===== src/rtl/ram_1port_responder_if.sv =====
// rtl/ram_1port_responder_if.sv - command/response bundle for ram_1port_responder
// Optional o_Rsp_Addr member present only when RAM_RSP_ADDR_ECHO_EN is defined.
interface ram_1port_responder_if #(
  parameter int WIDTH = 8,
  parameter int AW    = 2
);
  logic             i_Cmd_DV;
  logic             o_Cmd_Ready;
  logic             i_Cmd_Wr;
  logic [AW-1:0]    i_Cmd_Addr;
  logic [WIDTH-1:0] i_Cmd_Data;
  logic             o_Rsp_DV;
  logic             i_Rsp_Ready;
  logic [WIDTH-1:0] o_Rsp_Data;
`ifdef RAM_RSP_ADDR_ECHO_EN
  logic [AW-1:0]    o_Rsp_Addr;

  modport slave (
    input  i_Cmd_DV, i_Cmd_Wr, i_Cmd_Addr, i_Cmd_Data, i_Rsp_Ready,
    output o_Cmd_Ready, o_Rsp_DV, o_Rsp_Data, o_Rsp_Addr
  );
  modport master (
    output i_Cmd_DV, i_Cmd_Wr, i_Cmd_Addr, i_Cmd_Data, i_Rsp_Ready,
    input  o_Cmd_Ready, o_Rsp_DV, o_Rsp_Data, o_Rsp_Addr
  );
`else
  modport slave (
    input  i_Cmd_DV, i_Cmd_Wr, i_Cmd_Addr, i_Cmd_Data, i_Rsp_Ready,
    output o_Cmd_Ready, o_Rsp_DV, o_Rsp_Data
  );
  modport master (
    output i_Cmd_DV, i_Cmd_Wr, i_Cmd_Addr, i_Cmd_Data, i_Rsp_Ready,
    input  o_Cmd_Ready, o_Rsp_DV, o_Rsp_Data
  );
`endif
endinterface


===== src/rtl/ram_1port_responder.sv =====
// rtl/ram_1port_responder.sv - single-port RAM target with flow-controlled read response FIFO
// Define RAM_RSP_ADDR_ECHO_EN to carry the read address alongside the data (o_Rsp_Addr).
module ram_1port_responder #(
  parameter int WIDTH     = 8,
  parameter int DEPTH     = 4,
  parameter int RSP_DEPTH = 4
) (
  input  logic                  i_Clk,
  input  logic                  i_Rst,
  ram_1port_responder_if.slave  bus
);
  localparam int AW = $clog2(DEPTH);
  localparam int PW = $clog2(RSP_DEPTH);
  localparam int OW = $clog2(RSP_DEPTH + 1);

  logic [WIDTH-1:0] mem_q       [DEPTH];
  logic [WIDTH-1:0] fifo_data_q [RSP_DEPTH];
  logic [PW-1:0]    head_q, head_d, tail_q, tail_d;
  logic [OW-1:0]    fifo_cnt_q, fifo_cnt_d, outst_q, outst_d;
  logic             cmd_ready_q, rd_vld_q;
  logic [WIDTH-1:0] rd_data_q;
  logic             cmd_fire, wr_fire, rd_fire, addr_ok, push, pop, rsp_dv;

  function automatic logic [PW-1:0] ptr_inc(input logic [PW-1:0] p);
    return (p == PW'(RSP_DEPTH - 1)) ? '0 : p + PW'(1);
  endfunction

  assign cmd_fire = bus.i_Cmd_DV & cmd_ready_q;
  assign wr_fire  = cmd_fire & bus.i_Cmd_Wr;
  assign rd_fire  = cmd_fire & ~bus.i_Cmd_Wr;
  assign addr_ok  = ({1'b0, bus.i_Cmd_Addr} < (AW + 1)'(DEPTH));
  assign rsp_dv   = (fifo_cnt_q != '0);
  assign push     = rd_vld_q;
  assign pop      = rsp_dv & bus.i_Rsp_Ready;

  // Outstanding covers the in-flight read as well as FIFO entries, so a push always has room.
  always_comb begin
    outst_d    = outst_q;
    fifo_cnt_d = fifo_cnt_q;
    case ({rd_fire, pop})
      2'b10:   outst_d = outst_q + OW'(1);
      2'b01:   outst_d = outst_q - OW'(1);
      default: outst_d = outst_q;
    endcase
    case ({push, pop})
      2'b10:   fifo_cnt_d = fifo_cnt_q + OW'(1);
      2'b01:   fifo_cnt_d = fifo_cnt_q - OW'(1);
      default: fifo_cnt_d = fifo_cnt_q;
    endcase
    head_d = pop  ? ptr_inc(head_q) : head_q;
    tail_d = push ? ptr_inc(tail_q) : tail_q;
  end

  always_ff @(posedge i_Clk or posedge i_Rst) begin
    if (i_Rst) begin
      outst_q     <= '0;
      fifo_cnt_q  <= '0;
      head_q      <= '0;
      tail_q      <= '0;
      cmd_ready_q <= 1'b0;
      rd_vld_q    <= 1'b0;
      rd_data_q   <= '0;
    end else begin
      outst_q     <= outst_d;
      fifo_cnt_q  <= fifo_cnt_d;
      head_q      <= head_d;
      tail_q      <= tail_d;
      cmd_ready_q <= (outst_d < OW'(RSP_DEPTH));
      rd_vld_q    <= rd_fire;
      if (rd_fire) begin
        rd_data_q <= addr_ok ? mem_q[bus.i_Cmd_Addr] : '0;
      end
    end
  end

  // Array storage is deliberately left out of reset.
  always_ff @(posedge i_Clk) begin
    if (wr_fire && addr_ok) begin
      mem_q[bus.i_Cmd_Addr] <= bus.i_Cmd_Data;
    end
    if (push) begin
      fifo_data_q[tail_q] <= rd_data_q;
    end
  end

  assign bus.o_Cmd_Ready = cmd_ready_q;
  assign bus.o_Rsp_DV    = rsp_dv;
  assign bus.o_Rsp_Data  = rsp_dv ? fifo_data_q[head_q] : '0;

`ifdef RAM_RSP_ADDR_ECHO_EN
  logic [AW-1:0] rd_addr_q;
  logic [AW-1:0] fifo_addr_q [RSP_DEPTH];

  always_ff @(posedge i_Clk or posedge i_Rst) begin
    if (i_Rst) begin
      rd_addr_q <= '0;
    end else if (rd_fire) begin
      rd_addr_q <= bus.i_Cmd_Addr;
    end
  end

  always_ff @(posedge i_Clk) begin
    if (push) begin
      fifo_addr_q[tail_q] <= rd_addr_q;
    end
  end

  assign bus.o_Rsp_Addr = rsp_dv ? fifo_addr_q[head_q] : '0;
`endif
endmodule

===== src/flat_wrapper.sv =====
// flat-port wrapper written by rule: the top's interface ports become plain ports
module ram_1port_responder_flat 
#(
  parameter int WIDTH     = 8,
  parameter int DEPTH     = 4,
  parameter int RSP_DEPTH = 4
)
  (i_Clk, i_Rst, bus_i_Cmd_DV, bus_i_Cmd_Wr, bus_i_Cmd_Addr, bus_i_Cmd_Data, bus_i_Rsp_Ready, bus_o_Cmd_Ready, bus_o_Rsp_DV, bus_o_Rsp_Data);
  ram_1port_responder_if #(.WIDTH(WIDTH)) bus_i ();
  input  logic i_Clk;
  input  logic i_Rst;
  input wire logic [$bits(bus_i.i_Cmd_DV)-1:0] bus_i_Cmd_DV;
  input wire logic [$bits(bus_i.i_Cmd_Wr)-1:0] bus_i_Cmd_Wr;
  input wire logic [$bits(bus_i.i_Cmd_Addr)-1:0] bus_i_Cmd_Addr;
  input wire logic [$bits(bus_i.i_Cmd_Data)-1:0] bus_i_Cmd_Data;
  input wire logic [$bits(bus_i.i_Rsp_Ready)-1:0] bus_i_Rsp_Ready;
  output wire logic [$bits(bus_i.o_Cmd_Ready)-1:0] bus_o_Cmd_Ready;
  output wire logic [$bits(bus_i.o_Rsp_DV)-1:0] bus_o_Rsp_DV;
  output wire logic [$bits(bus_i.o_Rsp_Data)-1:0] bus_o_Rsp_Data;
  assign bus_i.i_Cmd_DV = bus_i_Cmd_DV;
  assign bus_i.i_Cmd_Wr = bus_i_Cmd_Wr;
  assign bus_i.i_Cmd_Addr = bus_i_Cmd_Addr;
  assign bus_i.i_Cmd_Data = bus_i_Cmd_Data;
  assign bus_i.i_Rsp_Ready = bus_i_Rsp_Ready;
  assign bus_o_Cmd_Ready = bus_i.o_Cmd_Ready;
  assign bus_o_Rsp_DV = bus_i.o_Rsp_DV;
  assign bus_o_Rsp_Data = bus_i.o_Rsp_Data;
  ram_1port_responder #(.WIDTH(WIDTH), .DEPTH(DEPTH), .RSP_DEPTH(RSP_DEPTH)) u_core (.i_Clk(i_Clk), .i_Rst(i_Rst), .bus(bus_i));
endmodule

===== config.mk =====
export PLATFORM = sky130hd
export DESIGN_NAME = ram_1port_responder_flat
export DESIGN_NICKNAME = d
export VERILOG_FILES = /design/src/rtl/ram_1port_responder_if.sv /design/src/rtl/ram_1port_responder.sv /design/src/flat_wrapper.sv
export SDC_FILE = /design/constraint.sdc
export NUM_CORES = 1
export LEC_CHECK = 0
export CAP_MARGIN = 5
export CORE_MARGIN = 2
export CORE_UTILIZATION = 62
export CTS_CLUSTER_SIZE = 16
export DETAILED_ROUTE_END_ITERATION = 10
export PLACE_DENSITY = 0.95
export SLEW_MARGIN = 25
export SYNTH_ARGS = -nofsm -noshare
export SYNTH_HDL_FRONTEND = slang
export SYNTH_SLANG_ARGS = --single-unit

===== constraint.sdc =====
create_clock -name i_Clk -period 4.25 [get_ports i_Clk]
set_clock_uncertainty 0.1 [all_clocks]
set_input_delay 1.275 -clock i_Clk [delete_from_list [all_inputs] [get_ports i_Clk]]
set_output_delay 1.275 -clock i_Clk [all_outputs]
set_load 0.02 [all_outputs]

Word level (Yosys, flattened, before mapping)
Memory sizes are Yosys's and may differ from the RTL's. A register that Yosys moved wholly into a read port is not among the register bits.
Cells that the tools add are included.
{ "totals": {"regBits": 12, "mem_bits_rw": 64, "input_bits": 15, "out_inout_bits": 10, "elab_cells": 37, "n_memories": 2} }
{ "memory_table": {"columns": ["name", "depth", "width", "read_ports", "rd_ports_with_merged_regs", "write_ports", "line_no", "source"], "rows": [
  ["u_core.fifo_data_q", 4, 8, 1, 0, 1, "ram_1port_responder.sv:17", "logic [WIDTH-1:0] fifo_data_q [RSP_DEPTH];"],
  ["u_core.mem_q", 4, 8, 1, 1, 1, "ram_1port_responder.sv:16", "logic [WIDTH-1:0] mem_q [DEPTH];"]
]} }
{ "op_classes": {"add_sub_neg": 6, "n_lt_le_gt_ge": 1, "eq_ne": 6, "n_mux": 9, "n_bitwise": 5, "reduce_logical": 2} }
{ "ops": {"columns": ["operator", "count"], "rows": [
  ["3-bit case mux with 2 select lines", 2],
  ["2-bit == test (second input constant)", 4],
  ["8-bit 2-to-1 mux", 1],
  ["3-bit by 1-bit adder with 3-bit output (second input constant)", 2],
  ["3-bit by 1-bit subtractor with 3-bit output (second input constant)", 2],
  ["2-bit by 1-bit adder with 2-bit output (second input constant)", 2],
  ["1-bit bitwise AND", 4],
  ["2-bit by 1-bit == test with 1-bit output (second input constant)", 2],
  ["1-bit 2-to-1 mux", 4],
  ["2-bit 2-to-1 mux", 2],
  ["3-bit < comparator (second input constant)", 1],
  ["3-bit nonzero test", 1],
  ["2-bit nonzero test", 1],
  ["1-bit NOT", 1]
]} }

Longest topological paths before layout
Gate-level depths: netlist (run 1).
{ "logic_depth": {"ltp_word": 5, "mapped_depth": 9, "ltp_nobuf": 8} }

Worst setup path before layout (run 1)
No wires, ideal clock.
{ "synth_timing": {"path_type": "input port to flip-flop", "start": "in bus_i_Cmd_Addr[1]", "end": "mem u_core.mem_q[2][0], enable pin", "setup_ns": 0.383, "arrival_time_ns": 2.311, "required_ns": 3.767, "setup_slack_ns": 1.455, "path_stages": 3, "n_path_buf": 1, "cell_sequence": "clkbuf_1 -> inv_1 -> nor3_1"} }
{ "synth_lines": {"columns": ["item", "line_no", "source"], "rows": [
  ["from (decl)", "flat_wrapper.sv:14", "input wire logic [$bits(bus_i.i_Cmd_Addr)-1:0] bus_i_Cmd_Addr;"],
  ["to (decl)", "ram_1port_responder.sv:16", null]
]} }
Straight into the memory's write port.

Worst setup path after layout (run 1)
{ "layout_timing": {"start": "reg u_core.head_q[0]", "end": "out bus_o_Rsp_Data[1]"} }
{ "layout_via": {"elab_chain_cells": 2} }
{ "layout_lines": {"columns": ["item", "line_no", "source"], "rows": [
  ["from (decl)", "ram_1port_responder.sv:18", "logic [PW-1:0] head_q, head_d, tail_q, tail_d;"],
  ["from (signal assigned)", "ram_1port_responder.sv:58", "head_q <= '0;"],
  ["from (signal assigned)", "ram_1port_responder.sv:66", "head_q <= head_d;"],
  ["memory 4 x 8 bit", null, null],
  ["8-bit 2-to-1 mux", "ram_1port_responder.sv:88", "assign bus.o_Rsp_Data = rsp_dv ? fifo_data_q[head_q] : '0;"],
  ["to (decl)", "flat_wrapper.sv:19", "output wire logic [$bits(bus_i.o_Rsp_Data)-1:0] bus_o_Rsp_Data;"]
]} }
No other way between the ends.

==> run_summary.xml, run 1 <==
<?xml version="1.0" encoding="UTF-8"?>
<metrics>
  <group name="status">
    <metric name="outcome" unit="">complete, no violations</metric>
  </group>
  <group name="sta">
    <metric name="grt_setup_unrepaired" unit="">false</metric>
    <metric name="timing.setup.tns" unit="ns">0</metric>
    <metric name="finalSetupViolations" unit="">0</metric>
    <metric name="worst_slew_pin_slew" unit="ns">0.7134</metric>
    <metric name="clock.fmax" unit="GHz">0.2653</metric>
    <metric name="final.period_utilization" unit="%">88.68</metric>
    <metric name="slew_viol_final" unit="">0</metric>
    <metric name="postLayoutSetupSlackWorst" unit="ns">0.4813</metric>
    <metric name="post-route-min-period" unit="ns">3.769</metric>
    <metric name="slew-limit-headroom" unit="%">52.39</metric>
    <metric name="report.final.hold_viol_count" unit="">0</metric>
  </group>
  <group name="die">
    <metric name="start_util" unit="%">64.78</metric>
    <metric name="die_w" unit="um">77.52</metric>
    <metric name="io-pin-count" unit="">25</metric>
    <metric name="chipHeight" unit="um">77.52</metric>
    <metric name="floorplan.core_area" unit="sq um">5172</metric>
    <metric name="row_count" unit="">26</metric>
    <metric name="die-area" unit="sq um">6009</metric>
  </group>
  <group name="detailed_routing">
    <metric name="routed_via_density" unit="">5.563</metric>
    <metric name="drtPass1Iterations" unit="">4</metric>
    <metric name="wire_per_inst" unit="um">18.47</metric>
    <metric name="ant_nets" unit="">0</metric>
    <metric name="dr.first_iter.drc_count" unit="">136</metric>
    <metric name="drt_wirelength" unit="um">5152</metric>
    <metric name="drc" unit="">0</metric>
    <metric name="dr_total_vias" unit="">1552</metric>
  </group>
  <group name="min_path">
    <metric name="hold_path.startpoint" unit="">u_core.fifo_cnt_q[2]</metric>
    <metric name="min_path_cells" unit="">1</metric>
    <metric name="worst_hold_endpoint" unit="">u_core.fifo_cnt_q[2]</metric>
    <metric name="worst_hold_path_type" unit="">register to register</metric>
  </group>
  <group name="finish">
    <metric name="nets" unit="">228</metric>
    <metric name="drive_gt1_share" unit="%">25.84</metric>
    <metric name="layout_common_cells" unit="">64 x edfxtp_1, 24 x clkdlybuf4s50_1, 20 x dfrtp_1</metric>
    <metric name="filler_cell_count" unit="">269</metric>
    <metric name="antenna_cells" unit="">0</metric>
    <metric name="sequential_cell_area" unit="sq um">2422</metric>
    <metric name="final_common_cell" unit="">edfxtp_1</metric>
    <metric name="multi_input_area" unit="sq um">854.6</metric>
    <metric name="cell_count_final_fillers_out" unit="">279</metric>
    <metric name="postLayoutCoreUtil" unit="%">75.57</metric>
    <metric name="syn2layout_area_growth" unit="%">16.65</metric>
  </group>
  <group name="critical_path">
    <metric name="cells_along_the_critical_path" unit="">mux4_2 &gt; and2_2 &gt; clkdlybuf4s50_1</metric>
    <metric name="critical_path.slowest_cell" unit="">dfrtp_1</metric>
    <metric name="r2r_slack" unit="ns">1.76</metric>
    <metric name="worst-endpoint-arrival" unit="ns">2.39</metric>
    <metric name="r2r_end" unit="">u_core.bus.o_Cmd_Ready</metric>
    <metric name="cp_data_required_time" unit="ns">2.87</metric>
    <metric name="ff2ff_path_depth" unit="">7</metric>
    <metric name="worst_setup_path_end_kind" unit="">output pin</metric>
    <metric name="timing_worst_setup_path_type" unit="">register to output pin</metric>
    <metric name="critical-path-max-stage-delay" unit="ns">0.73</metric>
    <metric name="cp_max_fo" unit="">11</metric>
    <metric name="worstSetupStartpointType" unit="">register</metric>
    <metric name="reg2reg_from" unit="">u_core.fifo_cnt_q[0]</metric>
  </group>
  <group name="global_route">
    <metric name="wire_length_of_the_first_global_routing_pass" unit="um">8611</metric>
    <metric name="gr-usage-all-layers" unit="%">19.88</metric>
    <metric name="grt_max_degree" unit="">21</metric>
    <metric name="vias_in_the_first_global_route" unit="">1751</metric>
    <metric name="grt_remaining_overflow" unit="">0</metric>
    <metric name="antenna_found_initial" unit="">0</metric>
  </group>
  <group name="synthesis">
    <metric name="post_synthesis_cells" unit="">171</metric>
    <metric name="synth.cell_area" unit="sq um">3351</metric>
    <metric name="synth.top_cells.by_area" unit="">edfxtp_1 57%, dfrtp_1 15%, mux4_2 11%</metric>
    <metric name="avgSynthCellArea" unit="sq um">19.59</metric>
    <metric name="ys_types" unit="">25</metric>
    <metric name="synth_nets" unit="">195</metric>
    <metric name="synth_top_cell_area_share" unit="%">57.36</metric>
    <metric name="synth_area_leader_cell" unit="">edfxtp_1</metric>
    <metric name="synth_warnings" unit="">0</metric>
    <metric name="synth-seq-area-share" unit="%">72.29</metric>
    <metric name="ys_seq_elements" unit="">84</metric>
  </group>
  <group name="cts">
    <metric name="number_of_buffers_inserted_during_clock_tree_synthesis" unit="">9</metric>
    <metric name="cts-root-to-sink-buffers" unit="">2</metric>
    <metric name="cts_repair_resize_count" unit="">0</metric>
    <metric name="ctsRootBufferMaster" unit="">clkbuf_8</metric>
    <metric name="clkSlewWorstSetupHoldPaths" unit="ns">0.08</metric>
    <metric name="cts_post_setup_buffers_inserted" unit="">0</metric>
    <metric name="tritoncts" unit="">yes</metric>
    <metric name="ctsHtreeMaxLevel" unit="">3</metric>
    <metric name="postCtsHoldBufs" unit="">0</metric>
    <metric name="clock_latency_of_the_later_clocked_register_in_the_worst_skew_pair" unit="ns">0.34</metric>
    <metric name="clock_sink_count" unit="">84</metric>
  </group>
  <group name="placed_design">
    <metric name="place_ws" unit="ns">0.6519</metric>
    <metric name="dpl.hpwl" unit="um">3675</metric>
    <metric name="finalWeightedCongestion" unit="">0.7361</metric>
    <metric name="port_buffers" unit="">24</metric>
    <metric name="placed_cells_incl_taps" unit="">263</metric>
  </group>
  <group name="power_and_ir_drop">
    <metric name="peakVddDrop" unit="mV">0.3719</metric>
    <metric name="powerDensity" unit="nW/um^2">639.7</metric>
    <metric name="finalPower" unit="W">0.002500</metric>
    <metric name="cellLeakagePower" unit="nW">1.412</metric>
  </group>
  <group name="run">
    <metric name="drv.max_cap_violation_count" unit="">0</metric>
  </group>
</metrics>
[critical path: cells and delay by family (launching register included)]
| family | cells | cell delay [ns] |
|---|---|---|
| flops | 1 | 0.73 |
| mux | 1 | 0.59 |
| buf+inv | 1 | 0.54 |
| simple gates | 1 | 0.20 |
[how the worst max path moves through the flow]
stage,startpoint,end
3_3_place_gp,bus_i_Cmd_Wr,register
4_1_cts,u_core.head_q[0],bus_o_Rsp_Data[1]
5_1_grt,u_core.head_q[0],bus_o_Rsp_Data[1]
2_1_floorplan,bus_i_Cmd_Addr[1],u_core.mem_q[2][0]
3_5_place_dp,bus_i_Cmd_Wr,register
6_report,u_core.head_q[0],bus_o_Rsp_Data[1]
[flip-flops by register name, indices dropped and copies added (netlist names), named ones only]
register and count:
u_core.bus.o_Cmd_Ready 1, u_core.push 1, u_core.outst_q 2, u_core.fifo_data_q 32
u_core.head_q 2, u_core.tail_q 2, u_core.fifo_cnt_q 3, u_core.mem_q 32
u_core.rd_data_q 8
[report_power, final]
part	switching, W	internal, W	leakage [nW]
clock	0.000261	0.000355	0.120
sequential	0.000146	0.00107	0.817
combinational	0.000288	0.000381	0.474
[cells by family after synthesis]
group                    after synthesis  share of synthesized area (%)
AO/OA/AOI/OAI                          2                         0.2987
multiplexers                          28                          14.97
adder cells (fa/ha/maj)                9                          3.809
buffers and inverters                 16                          2.203
flip-flops                            84                          72.29
XOR/XNOR                               7                          1.830
AND/OR/NAND/NOR                       25                          4.593
[cells in the mapped netlist]
cell,count
xnor2_1,4
buf_4,1
mux2_2,9
mux2_4,2
ha_1,7
dfrtp_1,20
and2_2,8
edfxtp_1,64
nor3_1,4
xor2_1,3
clkbuf_1,2
inv_1,10
o21ai_0,2
and2_4,1
mux4_2,16
nand2_1,1
buf_6,1
nor2_1,3
nand3b_1,1
and2_1,4
fa_1,2
or3_1,2
nand3_1,1
buf_2,2
mux2i_1,1
[metrics by stage]
| step | hold slack [ns] | area, sq um |
|---|---|---|
| after floorplan | 0.3357 | 3351 |
| after global placement | 0.3502 | 3672 |
| after detailed placement | 0.3558 | 3672 |
| after CTS | 0.3763 | 3909 |
| after global routing | 0.4132 | 3909 |
| final | 0.3764 | 3909 |
[per-layer routing]
| layer | up-vias | share of wire (%) | GRT usage (%) |
|---|---|---|---|
| li1 | 713 | - | - |
| met4 | 0 | 1.7 | 9.821 |
| met3 | 11 | 3.3 | 5.349 |
| met1 | 784 | 38 | 21.40 |
| met5 | - | 0 | 0 |
| met2 | 44 | 57 | 36.00 |
[cell type report]
| type | instances | area share [%] |
|---|---|---|
| Timing Repair Buffer | 28 | 6.914 |
| Tap cell | 70 | 2.241 |
| Multi-Input combinational cell | 71 | 21.86 |
| Clock inverter | 1 | 0.1280 |
| Sequential cell | 84 | 61.97 |
| Inverter | 10 | 0.9603 |
| Clock buffer | 15 | 5.922 |
Note: power is estimated with default switching activity, not from simulation.
==> run 2, diff against run 1 <==
--- a/config.mk
+++ b/config.mk
@@ -6,7 +6,7 @@
 export NUM_CORES = 1
 export LEC_CHECK = 0
 export CAP_MARGIN = 5
-export CORE_MARGIN = 2
+export CORE_MARGIN = 1
 export CORE_UTILIZATION = 62
 export CTS_CLUSTER_SIZE = 16
 export DETAILED_ROUTE_END_ITERATION = 10
==> run_summary.xml, run 2 (same netlist as run 1, synthesis figures left out) <==
<?xml version="1.0" encoding="UTF-8"?>
<metrics>
  <group name="die">
    <metric name="chipHeight" unit="um">75.52</metric>
    <metric name="die_w" unit="um">75.52</metric>
    <metric name="io-pin-count" unit="">25</metric>
    <metric name="row_count" unit="">26</metric>
    <metric name="start_util" unit="%">65.19</metric>
    <metric name="die-area" unit="sq um">5703</metric>
    <metric name="floorplan.core_area" unit="sq um">5140</metric>
  </group>
  <group name="placed_design">
    <metric name="port_buffers" unit="">24</metric>
    <metric name="placed_cells_incl_taps" unit="">263</metric>
    <metric name="finalWeightedCongestion" unit="">0.7478</metric>
    <metric name="dpl.hpwl" unit="um">3568</metric>
    <metric name="dpl_cell_area" unit="sq um">3672</metric>
  </group>
  <group name="finish">
    <metric name="drive_gt1_share" unit="%">25.36</metric>
    <metric name="filler_cell_count" unit="">320</metric>
    <metric name="syn2layout_area_growth" unit="%">15.12</metric>
    <metric name="final_common_cell" unit="">edfxtp_1</metric>
    <metric name="layout_common_cells" unit="">64 x edfxtp_1, 24 x clkdlybuf4s50_1, 20 x dfrtp_1</metric>
    <metric name="final_cell_area" unit="sq um">3857</metric>
    <metric name="antenna_cells" unit="">0</metric>
    <metric name="nets" unit="">228</metric>
    <metric name="layout_top_registers" unit="">u_core.fifo_data_q x32, u_core.mem_q x32, u_core.rd_data_q x8</metric>
    <metric name="postLayoutCoreUtil" unit="%">75.05</metric>
    <metric name="cell_count_final_fillers_out" unit="">279</metric>
  </group>
  <group name="cts">
    <metric name="cts_post_setup_buffers_inserted" unit="">0</metric>
    <metric name="clock_sink_count" unit="">84</metric>
    <metric name="clock_latency_of_the_later_clocked_register_in_the_worst_skew_pair" unit="ns">0.34</metric>
    <metric name="cts_repair_resize_count" unit="">0</metric>
    <metric name="postCtsHoldBufs" unit="">0</metric>
    <metric name="number_of_buffers_inserted_during_clock_tree_synthesis" unit="">9</metric>
    <metric name="tritoncts" unit="">yes</metric>
    <metric name="ctsHtreeMaxLevel" unit="">3</metric>
    <metric name="ctsRootBufferMaster" unit="">clkbuf_8</metric>
    <metric name="clkSlewWorstSetupHoldPaths" unit="ns">0.08</metric>
    <metric name="cts-root-to-sink-buffers" unit="">2</metric>
  </group>
  <group name="critical_path">
    <metric name="ff2ff_path_depth" unit="">7</metric>
    <metric name="timing_worst_setup_path_type" unit="">register to output pin</metric>
    <metric name="worstSetupStartpointType" unit="">register</metric>
    <metric name="cp_data_required_time" unit="ns">2.87</metric>
    <metric name="worst-endpoint-arrival" unit="ns">2.37</metric>
    <metric name="cp_max_fo" unit="">11</metric>
    <metric name="r2r_slack" unit="ns">1.79</metric>
    <metric name="reg2reg_from" unit="">u_core.fifo_cnt_q[0]</metric>
    <metric name="worst_setup_path_end_kind" unit="">output pin</metric>
  </group>
  <group name="sta">
    <metric name="post-route-min-period" unit="ns">3.741</metric>
    <metric name="finalSetupViolations" unit="">0</metric>
    <metric name="report.final.hold_viol_count" unit="">0</metric>
    <metric name="timing.setup.tns" unit="ns">0</metric>
    <metric name="clock.fmax" unit="GHz">0.2673</metric>
    <metric name="slew-limit-headroom" unit="%">51.42</metric>
    <metric name="worst_slew_pin_slew" unit="ns">0.7279</metric>
    <metric name="final.period_utilization" unit="%">88.02</metric>
    <metric name="grt_setup_unrepaired" unit="">false</metric>
    <metric name="slew_viol_final" unit="">0</metric>
  </group>
  <group name="global_route">
    <metric name="global_route.usage.met2" unit="%">37.20</metric>
    <metric name="wire_length_of_the_first_global_routing_pass" unit="um">8100</metric>
    <metric name="grt_remaining_overflow" unit="">0</metric>
    <metric name="grt_max_degree" unit="">21</metric>
    <metric name="antenna_found_initial" unit="">0</metric>
    <metric name="global_route.usage.met3" unit="%">6.481</metric>
    <metric name="vias_in_the_first_global_route" unit="">1736</metric>
    <metric name="gr-usage-all-layers" unit="%">21.05</metric>
    <metric name="grt-busiest-layer" unit="">met2</metric>
    <metric name="grt.met1_usage" unit="%">23.81</metric>
  </group>
  <group name="min_path">
    <metric name="hold_path.startpoint" unit="">u_core.fifo_cnt_q[2]</metric>
    <metric name="worst_hold_path_type" unit="">register to register</metric>
    <metric name="min_path_cells" unit="">1</metric>
    <metric name="worst_hold_endpoint" unit="">u_core.fifo_cnt_q[2]</metric>
  </group>
  <group name="detailed_routing">
    <metric name="dr_total_vias" unit="">1562</metric>
    <metric name="drt_wirelength" unit="um">4965</metric>
    <metric name="wire_per_inst" unit="um">17.80</metric>
    <metric name="drtPass1Iterations" unit="">4</metric>
    <metric name="drc" unit="">0</metric>
    <metric name="routed_via_density" unit="">5.599</metric>
    <metric name="ant_nets" unit="">0</metric>
    <metric name="dr.first_iter.drc_count" unit="">75</metric>
  </group>
  <group name="power_and_ir_drop">
    <metric name="finalPower" unit="W">0.002404</metric>
    <metric name="peakVddDrop" unit="mV">0.5139</metric>
    <metric name="cellLeakagePower" unit="nW">1.379</metric>
    <metric name="powerDensity" unit="nW/um^2">623.3</metric>
  </group>
  <group name="run">
    <metric name="drv.max_cap_violation_count" unit="">0</metric>
  </group>
  <group name="status">
    <metric name="outcome" unit="">complete, no violations</metric>
  </group>
</metrics>
## run 2: cell count changes in the layout (fill, tap and decap cells not counted)
cell / previous run / this run
clkinvlp_4: 0 / 2
clkinv_1: 0 / 1
clkbuf_16: 4 / 0
bufinv_16: 0 / 1
## run 2: where the power goes
group | switching [W] | internal [W]
Sequential | 0.000147 | 0.00107
Clock | 0.000261 | 0.000269
Combinational | 0.000278 | 0.000381
Total | 0.000686 | 0.00172
## run 2: how the worst max path moves through the flow
stage	slack [ns]	cells past startpoint	to	from
2_1_floorplan	1.46	3	u_core.mem_q[2][0]	bus_i_Cmd_Addr[1]
3_3_place_gp	0.80	7	register	bus_i_Cmd_Wr
3_5_place_dp	0.64	7	register	bus_i_Cmd_Wr
4_1_cts	0.43	3	bus_o_Rsp_Data[0]	u_core.head_q[0]
5_1_grt	0.33	3	bus_o_Rsp_Data[0]	u_core.head_q[0]
6_report	0.51	3	bus_o_Rsp_Data[5]	u_core.head_q[0]
## run 2: layout make-up
cell class	count	area, sq um	area share [%]
Sequential cell	84	2422	62.80
Inverter	10	37.54	0.9731
Timing Repair Buffer	28	270.3	7.006
Multi-Input combinational cell	71	854.6	22.15
Clock inverter	5	53.80	1.395
Tap cell	70	87.58	2.271
Clock buffer	11	131.4	3.406
## run 2: layer usage
| layer | vias up | part of all wire, % |
|---|---|---|
| met5 | - | 0 |
| li1 | 713 | - |
| met1 | 791 | 38 |
| met2 | 47 | 54 |
| met4 | 0 | 2.3 |
| met3 | 11 | 4.9 |
## run 2: critical path: stages, from the launching register on
cell and delay, ns:
dfrtp_1 0.71, mux4_2 0.57, and2_2 0.20, clkdlybuf4s50_1 0.54
## run 2: stage by stage
step | worst slack, ns | hold WS (ns)
2_1_floorplan | 1.455 | 0.3357
3_3_place_gp | 0.7988 | 0.3502
3_5_place_dp | 0.6402 | 0.3649
4_1_cts | 0.4304 | 0.3799
5_1_grt | 0.3335 | 0.4021
6_report | 0.5093 | 0.3769
==> run 3, diff against run 2 <==
--- a/config.mk
+++ b/config.mk
@@ -10,7 +10,7 @@
 export CORE_UTILIZATION = 62
 export CTS_CLUSTER_SIZE = 16
 export DETAILED_ROUTE_END_ITERATION = 10
-export PLACE_DENSITY = 0.95
+export PLACE_DENSITY = 0.84
 export SLEW_MARGIN = 25
 export SYNTH_ARGS = -nofsm -noshare
 export SYNTH_HDL_FRONTEND = slang
==> run_summary.xml, run 3 (same netlist as run 1, synthesis figures left out) <==
<?xml version="1.0" encoding="UTF-8"?>
<metrics>
  <group name="status">
    <metric name="outcome" unit="">complete, no violations</metric>
  </group>
  <group name="sta">
    <metric name="report.final.hold_viol_count" unit="">0</metric>
    <metric name="grt_setup_unrepaired" unit="">false</metric>
    <metric name="slew_viol_final" unit="">0</metric>
    <metric name="finalSetupViolations" unit="">0</metric>
    <metric name="clock.fmax" unit="GHz">0.2639</metric>
    <metric name="postLayoutSetupSlackWorst" unit="ns">0.4606</metric>
    <metric name="worst_slew_pin_slew" unit="ns">0.7291</metric>
    <metric name="post-route-min-period" unit="ns">3.789</metric>
    <metric name="final.period_utilization" unit="%">89.16</metric>
    <metric name="timing.setup.tns" unit="ns">0</metric>
    <metric name="slew-limit-headroom" unit="%">51.34</metric>
  </group>
  <group name="power_and_ir_drop">
    <metric name="cellLeakagePower" unit="nW">1.401</metric>
    <metric name="powerDensity" unit="nW/um^2">641.2</metric>
    <metric name="finalPower" unit="W">0.002498</metric>
    <metric name="peakVddDrop" unit="mV">0.3730</metric>
  </group>
  <group name="critical_path">
    <metric name="worst-endpoint-arrival" unit="ns">2.41</metric>
    <metric name="cp_num_buf_inv" unit="">1</metric>
    <metric name="cp_data_required_time" unit="ns">2.87</metric>
    <metric name="worstSetupStartpointType" unit="">register</metric>
    <metric name="critical_path.slowest_cell" unit="">dfrtp_1</metric>
    <metric name="cells_along_the_critical_path" unit="">mux4_2 &gt; and2_2 &gt; clkdlybuf4s50_1</metric>
    <metric name="critical-path-max-stage-delay" unit="ns">0.73</metric>
    <metric name="cp_max_fo" unit="">11</metric>
    <metric name="timing_worst_setup_path_type" unit="">register to output pin</metric>
    <metric name="critical-path-top-delay-family" unit="">flip-flops</metric>
    <metric name="worst_setup_path_end_kind" unit="">output pin</metric>
  </group>
  <group name="placed_design">
    <metric name="place_ws" unit="ns">0.6639</metric>
    <metric name="finalWeightedCongestion" unit="">0.6891</metric>
    <metric name="dpl.hpwl" unit="um">3463</metric>
    <metric name="port_buffers" unit="">24</metric>
  </group>
  <group name="die">
    <metric name="die_w" unit="um">75.52</metric>
    <metric name="die-area" unit="sq um">5703</metric>
    <metric name="floorplan.core_area" unit="sq um">5140</metric>
    <metric name="row_count" unit="">26</metric>
    <metric name="io-pin-count" unit="">25</metric>
    <metric name="start_util" unit="%">65.19</metric>
    <metric name="chipHeight" unit="um">75.52</metric>
  </group>
  <group name="cts">
    <metric name="number_of_buffers_inserted_during_clock_tree_synthesis" unit="">9</metric>
    <metric name="postCtsHoldBufs" unit="">0</metric>
    <metric name="tritoncts" unit="">yes</metric>
    <metric name="ctsHtreeMaxLevel" unit="">3</metric>
    <metric name="clock_latency_of_the_later_clocked_register_in_the_worst_skew_pair" unit="ns">0.35</metric>
    <metric name="clkSlewWorstSetupHoldPaths" unit="ns">0.08</metric>
    <metric name="clock_sink_count" unit="">84</metric>
    <metric name="cts-root-to-sink-buffers" unit="">2</metric>
    <metric name="cts_post_setup_buffers_inserted" unit="">0</metric>
    <metric name="cts_repair_resize_count" unit="">0</metric>
    <metric name="ctsRootBufferMaster" unit="">clkbuf_8</metric>
  </group>
  <group name="finish">
    <metric name="final_common_cell" unit="">edfxtp_1</metric>
    <metric name="drive_gt1_share" unit="%">26.79</metric>
    <metric name="nets" unit="">228</metric>
    <metric name="syn2layout_area_growth" unit="%">16.24</metric>
    <metric name="layout_top_registers" unit="">u_core.fifo_data_q x32, u_core.mem_q x32, u_core.rd_data_q x8</metric>
    <metric name="layout_common_cells" unit="">64 x edfxtp_1, 24 x clkdlybuf4s50_1, 20 x dfrtp_1</metric>
    <metric name="antenna_cells" unit="">0</metric>
  </group>
  <group name="min_path">
    <metric name="worst_hold_path_type" unit="">register to register</metric>
  </group>
  <group name="global_route">
    <metric name="grt_remaining_overflow" unit="">0</metric>
    <metric name="grt_max_degree" unit="">21</metric>
    <metric name="gr-usage-all-layers" unit="%">21.50</metric>
    <metric name="wire_length_of_the_first_global_routing_pass" unit="um">8183</metric>
    <metric name="vias_in_the_first_global_route" unit="">1640</metric>
    <metric name="antenna_found_initial" unit="">0</metric>
  </group>
  <group name="detailed_routing">
    <metric name="wire_per_inst" unit="um">18.51</metric>
    <metric name="ant_nets" unit="">0</metric>
    <metric name="routed_via_density" unit="">5.581</metric>
    <metric name="dr_total_vias" unit="">1557</metric>
    <metric name="drt_wirelength" unit="um">5163</metric>
    <metric name="drtPass1Iterations" unit="">4</metric>
    <metric name="dr.first_iter.drc_count" unit="">137</metric>
    <metric name="drc" unit="">0</metric>
  </group>
  <group name="run">
    <metric name="drv.max_cap_violation_count" unit="">0</metric>
  </group>
</metrics>
## run 3: where the power goes
part	switching [W]	internal [W]
Clock	0.000280	0.000333
Sequential	0.000149	0.00107
Combinational	0.000285	0.000382
Total	0.000713	0.00178
## run 3: final timing paths
| kind | startpoint | endpoint | slack [ns] | cells past startpoint |
|---|---|---|---|---|
| worst max-delay path | u_core.head_q[0] | bus_o_Rsp_Data[6] | 0.46 | 3 |
| worst min-delay path | u_core.fifo_cnt_q[2] | u_core.fifo_cnt_q[2] | 0.37 | 1 |
| worst max register to register | u_core.fifo_cnt_q[0] | register | 1.77 | 7 |
| worst min register to register | u_core.fifo_cnt_q[2] | u_core.fifo_cnt_q[2] | 0.37 | 1 |
| max in group asynchronous | i_Rst | u_core.rd_data_q[5] | 2.35 | 2 |
| min in group asynchronous | i_Rst | u_core.rd_data_q[4] | 1.24 | 2 |
## run 3: per-stage QoR
| stage | std cells | hold WS [ns] | utilization, % | cell area, sq um |
|---|---|---|---|---|
| after floorplan | 171 | 0.3357 | - | 3351 |
| after global placement | 263 | 0.3490 | 71.45 | 3672 |
| after detailed placement | 263 | 0.3571 | 71.45 | 3672 |
| after CTS | 279 | 0.3701 | 75.78 | 3895 |
| after global routing | 279 | 0.3791 | 75.78 | 3895 |
| final | 279 | 0.3657 | 75.78 | 3895 |
## run 3: area by class of cell
| class | instances | area, sq um |
|---|---|---|
| sequential | 84 | 2422 |
| fill | 307 | 1245 |
| clock buffer | 9 | 123.9 |
| clock inverter | 7 | 98.84 |
| timing repair buffer | 28 | 270.3 |
| multi-input combinational | 71 | 854.6 |
| inverter | 10 | 37.54 |
| tap | 70 | 87.58 |
## run 3: routing by layer
layer	GRT usage [%]	wire length, um
met1	24.18	2023
met2	37.40	2852
met3	5.556	195
met4	12.35	92
met5	0	0
==> variant (config.mk and constraints of run 2) <==
`DEPTH` is set to 4 in 2 places; all go to 2.
--- a/src/rtl/ram_1port_responder.sv
+++ b/src/rtl/ram_1port_responder.sv
@@ -2,7 +2,7 @@
 // Define RAM_RSP_ADDR_ECHO_EN to carry the read address alongside the data (o_Rsp_Addr).
 module ram_1port_responder #(
   parameter int WIDTH     = 8,
-  parameter int DEPTH     = 4,
+  parameter int DEPTH     = 2,
   parameter int RSP_DEPTH = 4
 ) (
   input  logic                  i_Clk,
--- a/src/flat_wrapper.sv
+++ b/src/flat_wrapper.sv
@@ -2,7 +2,7 @@
 module ram_1port_responder_flat 
 #(
   parameter int WIDTH     = 8,
-  parameter int DEPTH     = 4,
+  parameter int DEPTH     = 2,
   parameter int RSP_DEPTH = 4
 )
   (i_Clk, i_Rst, bus_i_Cmd_DV, bus_i_Cmd_Wr, bus_i_Cmd_Addr, bus_i_Cmd_Data, bus_i_Rsp_Ready, bus_o_Cmd_Ready, bus_o_Rsp_DV, bus_o_Rsp_Data);
Check against the original RTL: not equivalent (a bounded check fails within 10 cycles, from zero or initial values and one cycle with i_Rst high).
==> variant against run 2 <==
  * Power shrank 8.5%
  * Area after synthesis shrank 18%
  * Synthesized cell count shrank 7.0%
  * Highest routed layer unchanged
  * Via count shrank 10%
  * Clock power grew 6.6%
  * Worst setup slack gained 13 ps
  * Final area shrank 16%
  * Utilization grew 4.2 points
  * Global-route usage grew 1.1 points
  * Largest cell class unchanged
  * First-iteration DRC count grew 68%
  * Routed wire length shrank 15%
  * Sequential cell count shrank 16
==> variant: results (changes against run 2) <==
Parameter                              Value

Worst setup path
  Crit path arrival time    2350 ps (-20 ps)
  Critical Path End    bus_o_Rsp_Data[7]
  Critical-path cell with the highest stage delay    sky130_fd_sc_hd__dfrtp_1
  CP max FO    11 (unchanged)

Finish
  Leading registers by flop count    u_core.fifo_data_q: 32 flops, u_core.mem_q: 16 flops, u_core.rd_data_q: 8 flops
  Post-layout nets    215 (-5.7%)
  Proportion of layout cells with a drive suffix above 1    18.9% (-6.5 points)

Routing
  Average routed wire per standard cell    17.2 um (-3.2%)
  Number of design-rule violations left by the first detailed-router iteration    126 (+68%)
  Mean number of vias per cell    5.68 (+1.5%)

Logic synthesis
  Share of flip-flops with an asynchronous set or reset after synthesis    29.4% (+5.6 points)
  Ranking of synthesized cells by instance count    sky130_fd_sc_hd__edfxtp_1, sky130_fd_sc_hd__dfrtp_1, sky130_fd_sc_hd__mux2i_1, sky130_fd_sc_hd__nand2_1
  Post-synthesis cell type count    26 (+4.0%)
  Main area contributors after synthesis    sky130_fd_sc_hd__edfxtp_1, sky130_fd_sc_hd__dfrtp_1, sky130_fd_sc_hd__mux4_2, sky130_fd_sc_hd__mux2i_1, sky130_fd_sc_hd__ha_1
  Total nets after synthesis    183 (-6.2%)
  Share of synthesized area occupied by flip-flops and latches    70.6% (-1.7 points)
  Number of flops mapped to enable cells by yosys    48 (-25%)

Timing
  Normalized max-slew margin    50.7% (-0.73 points)

Power
  Switching portion of total power    29.5% (+1.0 points)
  Static Leakage    0.00123 uW (-10%)
  Worst supply voltage drop on vdd    0.395 mV (-23%)

Placement
  DP HPWL    2960 um (-17%)
  Routability-driven placement congestion ratio    0.742 (-0.78%)

Outcome
  Outcome    finished clean

CTS
  Cts repair resizes    0 (unchanged)

Global routing
  Overall global routing resource usage    22.1% (+1.1 points)
  Number of global-route vias before repair    1462 (-16%)
==> variant: cell count changes in the layout (fill, tap and decap cells not counted), moves of 2 or more <==
cell	change
sky130_fd_sc_hd__mux2_2	-8
sky130_fd_sc_hd__o31ai_1	+8
sky130_fd_sc_hd__clkbuf_1	-2
sky130_fd_sc_hd__inv_1	-2
sky130_fd_sc_hd__nor3_1	-3
sky130_fd_sc_hd__nand2_1	+8
sky130_fd_sc_hd__edfxtp_1	-16
sky130_fd_sc_hd__mux2i_1	+8
sky130_fd_sc_hd__mux4_2	-8
==> variant: layout make-up <==
| cell class | count | area [um^2] |
|---|---|---|
| Timing Repair Buffer | 27 | 263 |
| Tap cell | 50 | 62.6 |
| Multi-Input combinational cell | 77 | 747 |
| Clock inverter | 7 | 91.3 |
| Fill cell | 211 | 856 |
| Clock buffer | 9 | 124 |
| Sequential cell | 68 | 1940 |
| Inverter | 8 | 30.0 |
==> variant: cells by family (layout without fill, tap and decap cells) <==
logic type | Yosys count | after routing | share of synthesized area (%)
muxes | 20 | 20 | 11.3
buffers and inverters | 14 | 51 | 2.27
adders and majority gates | 9 | 9 | 4.64
DFF | 68 | 68 | 70.6
xor gates and xnor gates | 7 | 7 | 2.23
AOI/OAI and AO/OA | 10 | 10 | 2.55
and+or+nand+nor | 31 | 31 | 6.41
==> variant: power groups by stage <==
stage / clock network (uW) / logic, uW / registers (uW)
2_1_floorplan: 0 / 475 / 946
3_3_place_gp: 0 / 600 / 990
3_5_place_dp: 0 / 645 / 1010
4_1_cts: 571 / 647 / 995
5_1_grt: 596 / 700 / 1010
6_report: 565 / 640 / 993
==> variant: routing by layer <==
layer	share of wire, %	GRT usage (%)	vias up
li1	-	-	656
met1	39	22.4	684
met5	0	0	-
met3	4.8	7.40	13
met2	54	40.6	45
met4	2.4	10.2	0
==> variant: worst reg2reg max path: stages, from the launching register on <==
cell and delay, ps:
sky130_fd_sc_hd__dfrtp_1 410, sky130_fd_sc_hd__or3_1 520, sky130_fd_sc_hd__and2_4 250, sky130_fd_sc_hd__ha_1 240, sky130_fd_sc_hd__fa_1 390, sky130_fd_sc_hd__xnor2_1 140
sky130_fd_sc_hd__nor2_1 190, sky130_fd_sc_hd__xor2_1 170
==> variant: stage by stage <==
| step | hold WS, ps | utilization [%] | worst slack [ps] | std cells | instance area [um^2] |
|---|---|---|---|---|---|
| after global placement | 348 | 74.0 | 892 | 230 | 3040 |
| after detailed placement | 383 | 74.0 | 852 | 230 | 3040 |
| after floorplan | 334 | - | 1230 | 159 | 2750 |
| after global routing | 407 | 79.2 | 376 | 246 | 3260 |
| final | 391 | 79.2 | 523 | 246 | 3260 |
| after CTS | 395 | 79.2 | 477 | 246 | 3260 |
